## config.mk

```make
export PLATFORM = sky130hd
export DESIGN_NAME = apb_master_ctrl
export DESIGN_NICKNAME = d
export VERILOG_FILES = /design/src/rtl/apb_pkg.sv /design/src/rtl/apb_addr_decode.sv /design/src/rtl/apb_master_ctrl.sv
export SDC_FILE = /design/constraint.sdc
export NUM_CORES = 1
export LEC_CHECK = 0
export ABC_AREA = 1
export BUFFER_PORTS_ARGS = -buffer_cell sky130_fd_sc_hd__buf_2
export CORE_ASPECT_RATIO = 1.5
export CORE_MARGIN = 1.5
export CORE_UTILIZATION = 38
export CTS_CLUSTER_DIAMETER = 200
export DETAILED_ROUTE_END_ITERATION = 10
export PLACE_DENSITY = 0.71
export SLEW_MARGIN = 10
export SYNTH_ARGS = -nofsm -noshare
export SYNTH_HDL_FRONTEND = slang
export SYNTH_SLANG_ARGS = --single-unit
```

## constraint.sdc

```tcl
create_clock -name pclk -period 2 [get_ports pclk]
set_clock_uncertainty 0.1 [all_clocks]
set_input_delay 0.1 -clock pclk [delete_from_list [all_inputs] [get_ports pclk]]
set_output_delay 0.1 -clock pclk [all_outputs]
set_load 0.05 [all_outputs]
```

## src/rtl/apb_pkg.sv

```systemverilog
`default_nettype none
// ============================================================================
// Module   : apb_pkg
// Brief    : APB controller state encodings, shared with the legacy bridge.
// Revision : 1.0 - initial release
// ============================================================================
package apb_pkg;

    typedef enum logic [1:0] {
        ST_IDLE   = 2'd0,
        ST_SETUP  = 2'd1,
        ST_ACCESS = 2'd2
    } apb_state_t;

endpackage : apb_pkg
`default_nettype wire

```

## src/rtl/apb_addr_decode.sv

```systemverilog
`default_nettype none
// ============================================================================
// Module   : apb_addr_decode
// Brief    : Address MSB field to one-hot slave select plus in-range flag.
// Revision : 1.0 - initial release
// ============================================================================
module apb_addr_decode #(
    parameter int ADDR_WIDTH = 16,
    parameter int NUM_SLV    = 4
) (
    input  logic [ADDR_WIDTH-1:0] addr_i,
    output logic [NUM_SLV-1:0]    sel_o,
    output logic                  valid_o
);

    localparam int SEL_BITS = $clog2(NUM_SLV);

    logic [SEL_BITS-1:0] slv_idx;
    logic                unused_addr_lsbs;

    assign slv_idx          = addr_i[ADDR_WIDTH-1 -: SEL_BITS];
    assign unused_addr_lsbs = ^addr_i[ADDR_WIDTH-SEL_BITS-1:0];

    // Indices at or above NUM_SLV match no select bit, which flags the decode error.
    always_comb begin
        sel_o = '0;
        for (int i = 0; i < NUM_SLV; i++) begin
            if (slv_idx == SEL_BITS'(i)) begin
                sel_o[i] = 1'b1;
            end
        end
    end

    assign valid_o = |sel_o;

endmodule : apb_addr_decode
`default_nettype wire

```

## src/rtl/apb_master_ctrl.sv

```systemverilog
`default_nettype none
// ============================================================================
// Module   : apb_master_ctrl
// Brief    : Multi-slave APB master with PSLVERR, ACCESS timeout and decode errors.
// Revision : 1.0 - initial release
// ============================================================================
module apb_master_ctrl
    import apb_pkg::*;
#(
    parameter int ADDR_WIDTH = 16,
    parameter int DATA_WIDTH = 16,
    parameter int NUM_SLV    = 4,
    parameter int TIMEOUT    = 255
) (
    input  logic                          pclk,
    input  logic                          preset_n,
    input  logic                          req_valid,
    output logic                          req_ready,
    input  logic                          req_write,
    input  logic [ADDR_WIDTH-1:0]         req_addr,
    input  logic [DATA_WIDTH-1:0]         req_wdata,
    output logic                          rsp_valid,
    output logic [DATA_WIDTH-1:0]         rsp_rdata,
    output logic                          rsp_err,
    output logic [NUM_SLV-1:0]            psel,
    output logic                          penable,
    output logic                          pwrite,
    output logic [ADDR_WIDTH-1:0]         paddr,
    output logic [DATA_WIDTH-1:0]         pwdata,
    input  logic [NUM_SLV*DATA_WIDTH-1:0] prdata,
    input  logic [NUM_SLV-1:0]            pready,
    input  logic [NUM_SLV-1:0]            pslverr
);

    localparam int              CNT_W    = (TIMEOUT > 1) ? $clog2(TIMEOUT) : 1;
    localparam logic [CNT_W-1:0] CNT_LAST = (TIMEOUT > 0) ? CNT_W'(TIMEOUT - 1) : '0;

    apb_state_t              state_q, state_d;
    logic [NUM_SLV-1:0]      psel_q, psel_d;
    logic                    penable_q, penable_d;
    logic                    pwrite_q, pwrite_d;
    logic [ADDR_WIDTH-1:0]   paddr_q, paddr_d;
    logic [DATA_WIDTH-1:0]   pwdata_q, pwdata_d;
    logic                    rsp_valid_q, rsp_valid_d;
    logic                    rsp_err_q, rsp_err_d;
    logic [DATA_WIDTH-1:0]   rsp_rdata_q, rsp_rdata_d;
    logic [CNT_W-1:0]        cnt_q, cnt_d;
    logic                    err_pend_q, err_pend_d;

    logic [NUM_SLV-1:0]      dec_sel;
    logic                    dec_valid;
    logic                    pready_sel;
    logic                    pslverr_sel;
    logic [DATA_WIDTH-1:0]   prdata_sel;
    logic                    timeout_hit;
    logic                    accept;
    logic                    load;

    apb_addr_decode #(
        .ADDR_WIDTH (ADDR_WIDTH),
        .NUM_SLV    (NUM_SLV)
    ) u_decode (
        .addr_i  (req_addr),
        .sel_o   (dec_sel),
        .valid_o (dec_valid)
    );

    // psel_q is one-hot while a transfer is active, so masking picks the latched slave.
    assign pready_sel  = |(pready & psel_q);
    assign pslverr_sel = |(pslverr & psel_q);

    always_comb begin
        prdata_sel = '0;
        for (int i = 0; i < NUM_SLV; i++) begin
            if (psel_q[i]) begin
                prdata_sel = prdata_sel | prdata[i*DATA_WIDTH +: DATA_WIDTH];
            end
        end
    end

    assign timeout_hit = (TIMEOUT != 0) && (state_q == ST_ACCESS) && !pready_sel
                         && (cnt_q == CNT_LAST);

    // A queued decode error owns the response slot, so hold off one cycle behind it.
    assign req_ready = ((state_q == ST_IDLE) && !err_pend_q)
                     || ((state_q == ST_ACCESS) && pready_sel && !timeout_hit);
    assign accept    = req_valid && req_ready;
    assign load      = accept && dec_valid;

    always_ff @(posedge pclk or negedge preset_n) begin
        if (!preset_n) begin
            state_q <= ST_IDLE;
        end else begin
            state_q <= state_d;
        end
    end

    always_comb begin
        state_d = state_q;
        case (state_q)
            ST_IDLE: begin
                if (load) begin
                    state_d = ST_SETUP;
                end
            end
            ST_SETUP: begin
                state_d = ST_ACCESS;
            end
            ST_ACCESS: begin
                if (timeout_hit) begin
                    state_d = ST_IDLE;
                end else if (pready_sel) begin
                    state_d = load ? ST_SETUP : ST_IDLE;
                end
            end
            default: begin
                state_d = ST_IDLE;
            end
        endcase
    end

    always_comb begin
        psel_d      = psel_q;
        penable_d   = penable_q;
        pwrite_d    = pwrite_q;
        paddr_d     = paddr_q;
        pwdata_d    = pwdata_q;
        cnt_d       = cnt_q;
        rsp_valid_d = err_pend_q;
        rsp_err_d   = err_pend_q;
        rsp_rdata_d = '0;
        err_pend_d  = 1'b0;

        case (state_q)
            ST_IDLE: begin
                if (accept && !dec_valid) begin
                    rsp_valid_d = 1'b1;
                    rsp_err_d   = 1'b1;
                end
            end
            ST_SETUP: begin
                penable_d = 1'b1;
                cnt_d     = '0;
            end
            ST_ACCESS: begin
                if (timeout_hit) begin
                    psel_d      = '0;
                    penable_d   = 1'b0;
                    rsp_valid_d = 1'b1;
                    rsp_err_d   = 1'b1;
                end else if (pready_sel) begin
                    psel_d      = '0;
                    penable_d   = 1'b0;
                    rsp_valid_d = 1'b1;
                    rsp_err_d   = pslverr_sel;
                    if (!pwrite_q && !pslverr_sel) begin
                        rsp_rdata_d = prdata_sel;
                    end
                    err_pend_d  = accept && !dec_valid;
                end else begin
                    cnt_d = cnt_q + 1'b1;
                end
            end
            default: begin
                psel_d    = '0;
                penable_d = 1'b0;
            end
        endcase

        if (load) begin
            psel_d    = dec_sel;
            penable_d = 1'b0;
            pwrite_d  = req_write;
            paddr_d   = req_addr;
            pwdata_d  = req_wdata;
        end
    end

    always_ff @(posedge pclk or negedge preset_n) begin
        if (!preset_n) begin
            psel_q      <= '0;
            penable_q   <= 1'b0;
            pwrite_q    <= 1'b0;
            paddr_q     <= '0;
            pwdata_q    <= '0;
            cnt_q       <= '0;
            rsp_valid_q <= 1'b0;
            rsp_err_q   <= 1'b0;
            rsp_rdata_q <= '0;
            err_pend_q  <= 1'b0;
        end else begin
            psel_q      <= psel_d;
            penable_q   <= penable_d;
            pwrite_q    <= pwrite_d;
            paddr_q     <= paddr_d;
            pwdata_q    <= pwdata_d;
            cnt_q       <= cnt_d;
            rsp_valid_q <= rsp_valid_d;
            rsp_err_q   <= rsp_err_d;
            rsp_rdata_q <= rsp_rdata_d;
            err_pend_q  <= err_pend_d;
        end
    end

    assign psel      = psel_q;
    assign penable   = penable_q;
    assign pwrite    = pwrite_q;
    assign paddr     = paddr_q;
    assign pwdata    = pwdata_q;
    assign rsp_valid = rsp_valid_q;
    assign rsp_err   = rsp_err_q;
    assign rsp_rdata = rsp_rdata_q;

endmodule : apb_master_ctrl
`default_nettype wire

```

* After elaboration in Yosys (flattened, before gate mapping)
Index checks and enable logic that the tools add are counted.
** Word-level totals
- Flip-flop bits (word level) :: 67
- Input port bits :: 108
- Output and inout bits :: 57
- Word-level logic and storage cells :: 94
** Operators by class
- $add $sub $neg :: 1
- Eq/ne operators :: 12
- Muxes and demuxes :: 38
- Bitwise logic cells :: 5
- Reduce and logical (&&, ||, !) cells :: 27
** Operators by type and width (number)
- $mux W16 :: 8
- $or A16 B16 Y16 :: 3
- $mux W1 :: 16
- $mux W8 :: 2
- $pmux W8 S2 :: 1
- $mux W4 :: 3
- $reduce_or A4 Y1 :: 3
- $logic_and A1 B1 Y1 :: 9
- $add A8 B1 Y8 const B :: 1
- $and A4 B4 Y4 :: 2
- $eq A8 B8 Y1 const B :: 1
- $pmux W4 S2 :: 1
- $eq A2 B2 Y1 const B :: 3
- $logic_not A1 Y1 :: 6
- $mux W2 :: 3
- $ne A2 B2 Y1 const B :: 3
- $pmux W2 S3 :: 1
- $reduce_and A2 Y1 :: 3
- $eq A2 B1 Y1 const B :: 2
- $logic_not A2 Y1 :: 2
- $ne A4 B4 Y1 const B :: 1
- $pmux W1 S2 :: 2
- $ne A3 B3 Y1 const B :: 1
- $pmux W1 S3 :: 1
- 5 further kinds :: 5

* Depth between registers and ports, before layout
- Depth in word-level cells :: 14
- Gate-level depth with buffers :: 9

* Modules after synthesis
From an unflattened synthesis, not the netlist that was laid out.
** Unflattened totals
- Cells, all modules :: 372
- Area total of the unflattened synthesis :: 3251.9 um^2
** Modules (own cells, without submodules)
- apb_master_ctrl :: times used 1, cells each 363, area each 3214.3 um^2, seq. area each 1676.6 um^2
- apb_addr_decode :: times used 1, cells each 9, area each 37.5 um^2, seq. area each 0.0 um^2

* Worst setup path after synthesis
Ideal clock, no wire load.
- Path type :: reg-to-reg
- Start point :: reg psel_q[1], in the netlist psel[1]
- End point :: reg paddr_q[10], in the netlist paddr[10]
- Library setup time :: 67 ps
- Arrival :: 1642 ps
- Data required time :: 1833 ps
- Slack :: 192 ps
- Cell stages (with the launch flop) :: 9
- Path buffers :: 2
- Period minus slack after synthesis :: 1808 ps
- Cell sequence :: dfrtp_1 buf_4 nand2_1 nand2_2 o21ai_4 nand2_2 buf_2 nand3_1 nand2_1
** On the way
- Word-level cells in the longest chain between the ends :: 10
- Elaborated cells between the ends (all ways) :: 11
** Ends and longest elaborated chain
- from (decl) :: line apb_master_ctrl.sv:39 : logic [NUM_SLV-1:0] psel_q, psel_d;
- from (signal assigned) :: line apb_master_ctrl.sv:192 : psel_q <= psel_d;
- $and A4 B4 Y4 (*) :: line apb_master_ctrl.sv:69 : assign pready_sel = |(pready & psel_q);
- $reduce_or A4 Y1 (*) :: line apb_master_ctrl.sv:69
- $logic_not A1 Y1 :: line apb_master_ctrl.sv:81 : assign timeout_hit = (TIMEOUT != 0) && (state_q == ST_ACCESS) && !pready_sel
- $logic_and A1 B1 Y1 :: line apb_master_ctrl.sv:81
- $logic_and A1 B1 Y1 :: line apb_master_ctrl.sv:82 : && (cnt_q == CNT_LAST);
- $logic_not A1 Y1 :: line apb_master_ctrl.sv:86 : || ((state_q == ST_ACCESS) && pready_sel && !timeout_hit);
- $logic_and A1 B1 Y1 (*) :: line apb_master_ctrl.sv:86
- $logic_or A1 B1 Y1 (*) :: line apb_master_ctrl.sv:86
- via req_ready :: line apb_master_ctrl.sv:18 : output logic req_ready,
- $logic_and A1 B1 Y1 (*) :: line apb_master_ctrl.sv:87 : assign accept = req_valid && req_ready;
- $logic_and A1 B1 Y1 (*) :: line apb_master_ctrl.sv:88 : assign load = accept && dec_valid;
- to (signal assigned) :: line apb_master_ctrl.sv:195 : paddr_q <= paddr_d;
- to (decl) :: line apb_master_ctrl.sv:42 : logic [ADDR_WIDTH-1:0] paddr_q, paddr_d;
The timed path passes the listed nets; every way through them passes the cells marked *.
A chain may end at the register's enable or synchronous reset.

* Worst setup path after layout
- Start point :: reg psel_q[2], in the netlist psel[2]
- End point :: reg rsp_rdata_q[13], in the netlist rsp_rdata[13]
** On the way
- Word-level cells in the longest chain between the ends :: 8
- Elaborated cells between the ends (all ways) :: 16
** Ends and longest elaborated chain
- $and A4 B4 Y4 :: line apb_master_ctrl.sv:70 : assign pslverr_sel = |(pslverr & psel_q);
- $reduce_or A4 Y1 :: line apb_master_ctrl.sv:70
- $logic_not A1 Y1 :: line apb_master_ctrl.sv:156 : if (!pwrite_q && !pslverr_sel) begin
- $logic_and A1 B1 Y1 :: line apb_master_ctrl.sv:156
- $mux W16 :: line apb_master_ctrl.sv:156
- $mux W16 :: line apb_master_ctrl.sv:151 : end else if (pready_sel) begin
- $mux W16 (*) :: line apb_master_ctrl.sv:146 : if (timeout_hit) begin
- $mux W16 (*) :: line apb_master_ctrl.sv:134 : case (state_q)
- via rsp_rdata_d[13] :: line apb_master_ctrl.sv:46 : logic [DATA_WIDTH-1:0] rsp_rdata_q, rsp_rdata_d;
- to (signal assigned) :: line apb_master_ctrl.sv:200 : rsp_rdata_q <= rsp_rdata_d;
- to (decl) :: line apb_master_ctrl.sv:46
Marks and branches as above.

==> results.md <==
- #FFs+latches synth: 67
- Combinational share of power: 0.482
- Least-Margin Pin Slew: 0.5250 ns
- Asr flop ratio synth: 1.000
- Count leader, synth: nand2_1
- CP required: ~2.1 ns
- GRT Max-Usage Layer: met2
- Initial antenna violation count: 0
- RD Place Congestion: 0.8958
- Count of final setup violators: 0
- CTS H-tree depth: 3
- Critical-path maximum fanout: 19
- Drt initial violations: about 130
- Core area: approximately 0.0084 mm^2
- Top FF cell, synth: dfrtp_1
- Placed Area: 0.004183 mm^2
- Hold Path Class: primary input to flip-flop
- Hold_buf cts: 66
- Row count: a little over 40
- Met2 usage: 0.3983
- Routed vias/inst: 4.838
- CTS Sinks: 67
- Largest net degree at the start of global routing: 47
- GRT overflow: 0
- Layout cell share with drive strength beyond 1: 0.3569
- Yosys top cell area share: 0.5101
- Netlist cell types: 27
- Max Cap Viol: 0
- Clock Latency Late Sink: 0.32 ns
- FILL cells: 729
- Rel. slew slack: 0.6500
- Worst hold slack: 0.1158 ns
- Die Height: 116.9 um
- Nets: 727
- Fin crit period: 1.878 ns
- Max frequency: ~530 MHz
- Setup_tns: 0 ns
- Area delta synth->final: 57.75%
- Mapped Area: ~0.0033 mm^2
- Warnings, synthesis: 0
- Post-route DRC: 0
- Fin util: 0.6163
- Max-slew violations: 0
- Static Leak: 0.002766 uW
- Final Instance Area: 0.005185 mm^2
- Clock share of power: 0.244
- First-pass GRT wire length: 15350 um
- Root buf cell: clkbuf_16
- Syn_nets: 497
- M1 GR Usage: 0.2321
- Status: complete, no violations
- Routed vias: between 3k and 4k
- Final period util: 0.9390
- 1st-pass router iterations: 5
- Switching Fraction: 0.4488
- CTS max path bufs: 2
- Crit. End Element: flip-flop
- Synth area leaders: dfrtp_1, nand2_1, nand3_2
- CP arrival: a little under 2 ns
- Post-DRT Antenna Nets: 0
- Starting Density: 0.3907
- Critical Path Start Type: flip-flop
- Peak supply drop: 1.015 mV
- WL/cell: 13.46 um
- Ports: between 150 and 200
- Tot Pwr: 7300 uW
- Leading cell types by count after synthesis: nand2_1, dfrtp_1, nor2_1
- EDFF count, synth: 0
- CTS tree: built
- Net Switching: 3276 uW
- Power density over cell area: approximately 1400 mW/mm^2
- Worst Setup Path Type: flip-flop to flip-flop
- Num CTS Buffers: 9
- Synthesized area per cell: about 8.5 um^2
- Fin. Hold Viols: 0
- Post-cts sizing count: 0
- Die width: 78.94 um
- Post-Synthesis Cells: between 300 and 400
- Clk slew on worst S/H paths: roughly 0.060 ns
- Synth area leader: dfrtp_1
- Ant. Diodes: 0
- Register area share after synthesis: 0.5101
- Die Area: 0.009228 mm^2
- Vias in the first global route: 3408
- Placed wire-length estimate: 6566 um
- Count of buffers from port buffering: 164
- Grt met3 use: 0.04729
- Flop pwr share: 0.274
- RSZ-0062 raised after global routing: no
- Global router's overall resource usage: 0.2147
- Post-Route WL: between 9000 and 10000 um
- Cell Int Power: 4024 uW
- Post-CTS Setup Bufs: 0
-- stage by stage --
step / worst slack [ns] / cells
floorplan: 0.1918 / 387
global placement: 0.4350 / 647
detailed placement: 0.3415 / 647
CTS: 0.1499 / 729
global route: 0.02345 / 729
finish: 0.1219 / 729
-- power by group through the flow --
stage               Sequential, uW  Combinational, uW  Clock (uW)
finish                        2000               3520        1780
global route                  2040               3790        1890
CTS                           2000               3500        1820
detailed placement            2020               3200           0
global placement              2000               3140           0
floorplan                     3290               1150           0
-- registers in the layout (all words and copies together) (netlist names) --
signal and cells:
pwdata 16, psel 4, rsp_valid 1, rsp_err 1, paddr 16, penable 1
err_pend_q 1, state_q 2, rsp_rdata 16, cnt_q 8, pwrite 1
-- cell families (layout without fill, tap and decap cells) --
group / count (synthesis) / count (layout) / synth area share
simple gates: 257 / 257 / 0.3540
other cells: 1 / 1 / 0.001141
fa+ha+maj: 2 / 2 / 0.007612
buf+inv: 33 / 268 / 0.05824
compound gates: 24 / 24 / 0.06091
xor+xnor: 3 / 3 / 0.007995
flops: 67 / 67 / 0.5101
-- placed cells by master (no fill, tap or decap), drive strengths merged, types with 2 or more instances in the layout --
cell type    netlist  final
nand3             51     51
nand2            168    168
dfrtp             67     67
clkinv             0      3
xor2               2      2
nor2              35     35
clkbuf             4      9
inv               12     12
o21ai              4      4
nand3b             2      2
buf               17    174
a221oi            16     16
bufinv             0      3
ha                 2      2
dlygate4sd3        0     66
-- layer usage --
metal / up-vias / share of wire
met1: 1664 / 0.39
met3: 14 / 0.051
li1: 1713 / -
met4: 0 / 0.018
met5: - / 0
met2: 136 / 0.54
-- cell type report --
cell class,instances,area [um^2],area share
Clock buffer,9,225.2,0.04344
Clock inverter,7,116.4,0.02244
Inverter,12,45.04,0.008687
Multi-Input combinational cell,287,1419,0.2736
Sequential cell,67,1677,0.3234
Tap cell,107,133.9,0.02582
Timing Repair Buffer,240,1569,0.3026
-- final timing paths --
check,from,endpoint,slack [ns],cells after the start
worst min register to register,pwdata[1],pwdata[1],0.36,2
max in group asynchronous,preset_n,paddr[4],0.98,3
worst max register to register,psel[2],rsp_rdata[13],0.12,6
min in group asynchronous,preset_n,cnt_q[5],0.19,2
worst min-delay path,req_valid,paddr[5],0.12,3
worst max-delay path,psel[2],rsp_rdata[13],0.12,6
-- worst max-delay path, cell delays in order, from the launching register on --
cell and delay, ns:
dfrtp_1 0.39, buf_4 0.21, nand2_1 0.09, nand2_1 0.05
a221oi_1 0.25, dlygate4sd3_1 0.61, nor2_1 0.05
(Power assumes the default switching activity.)
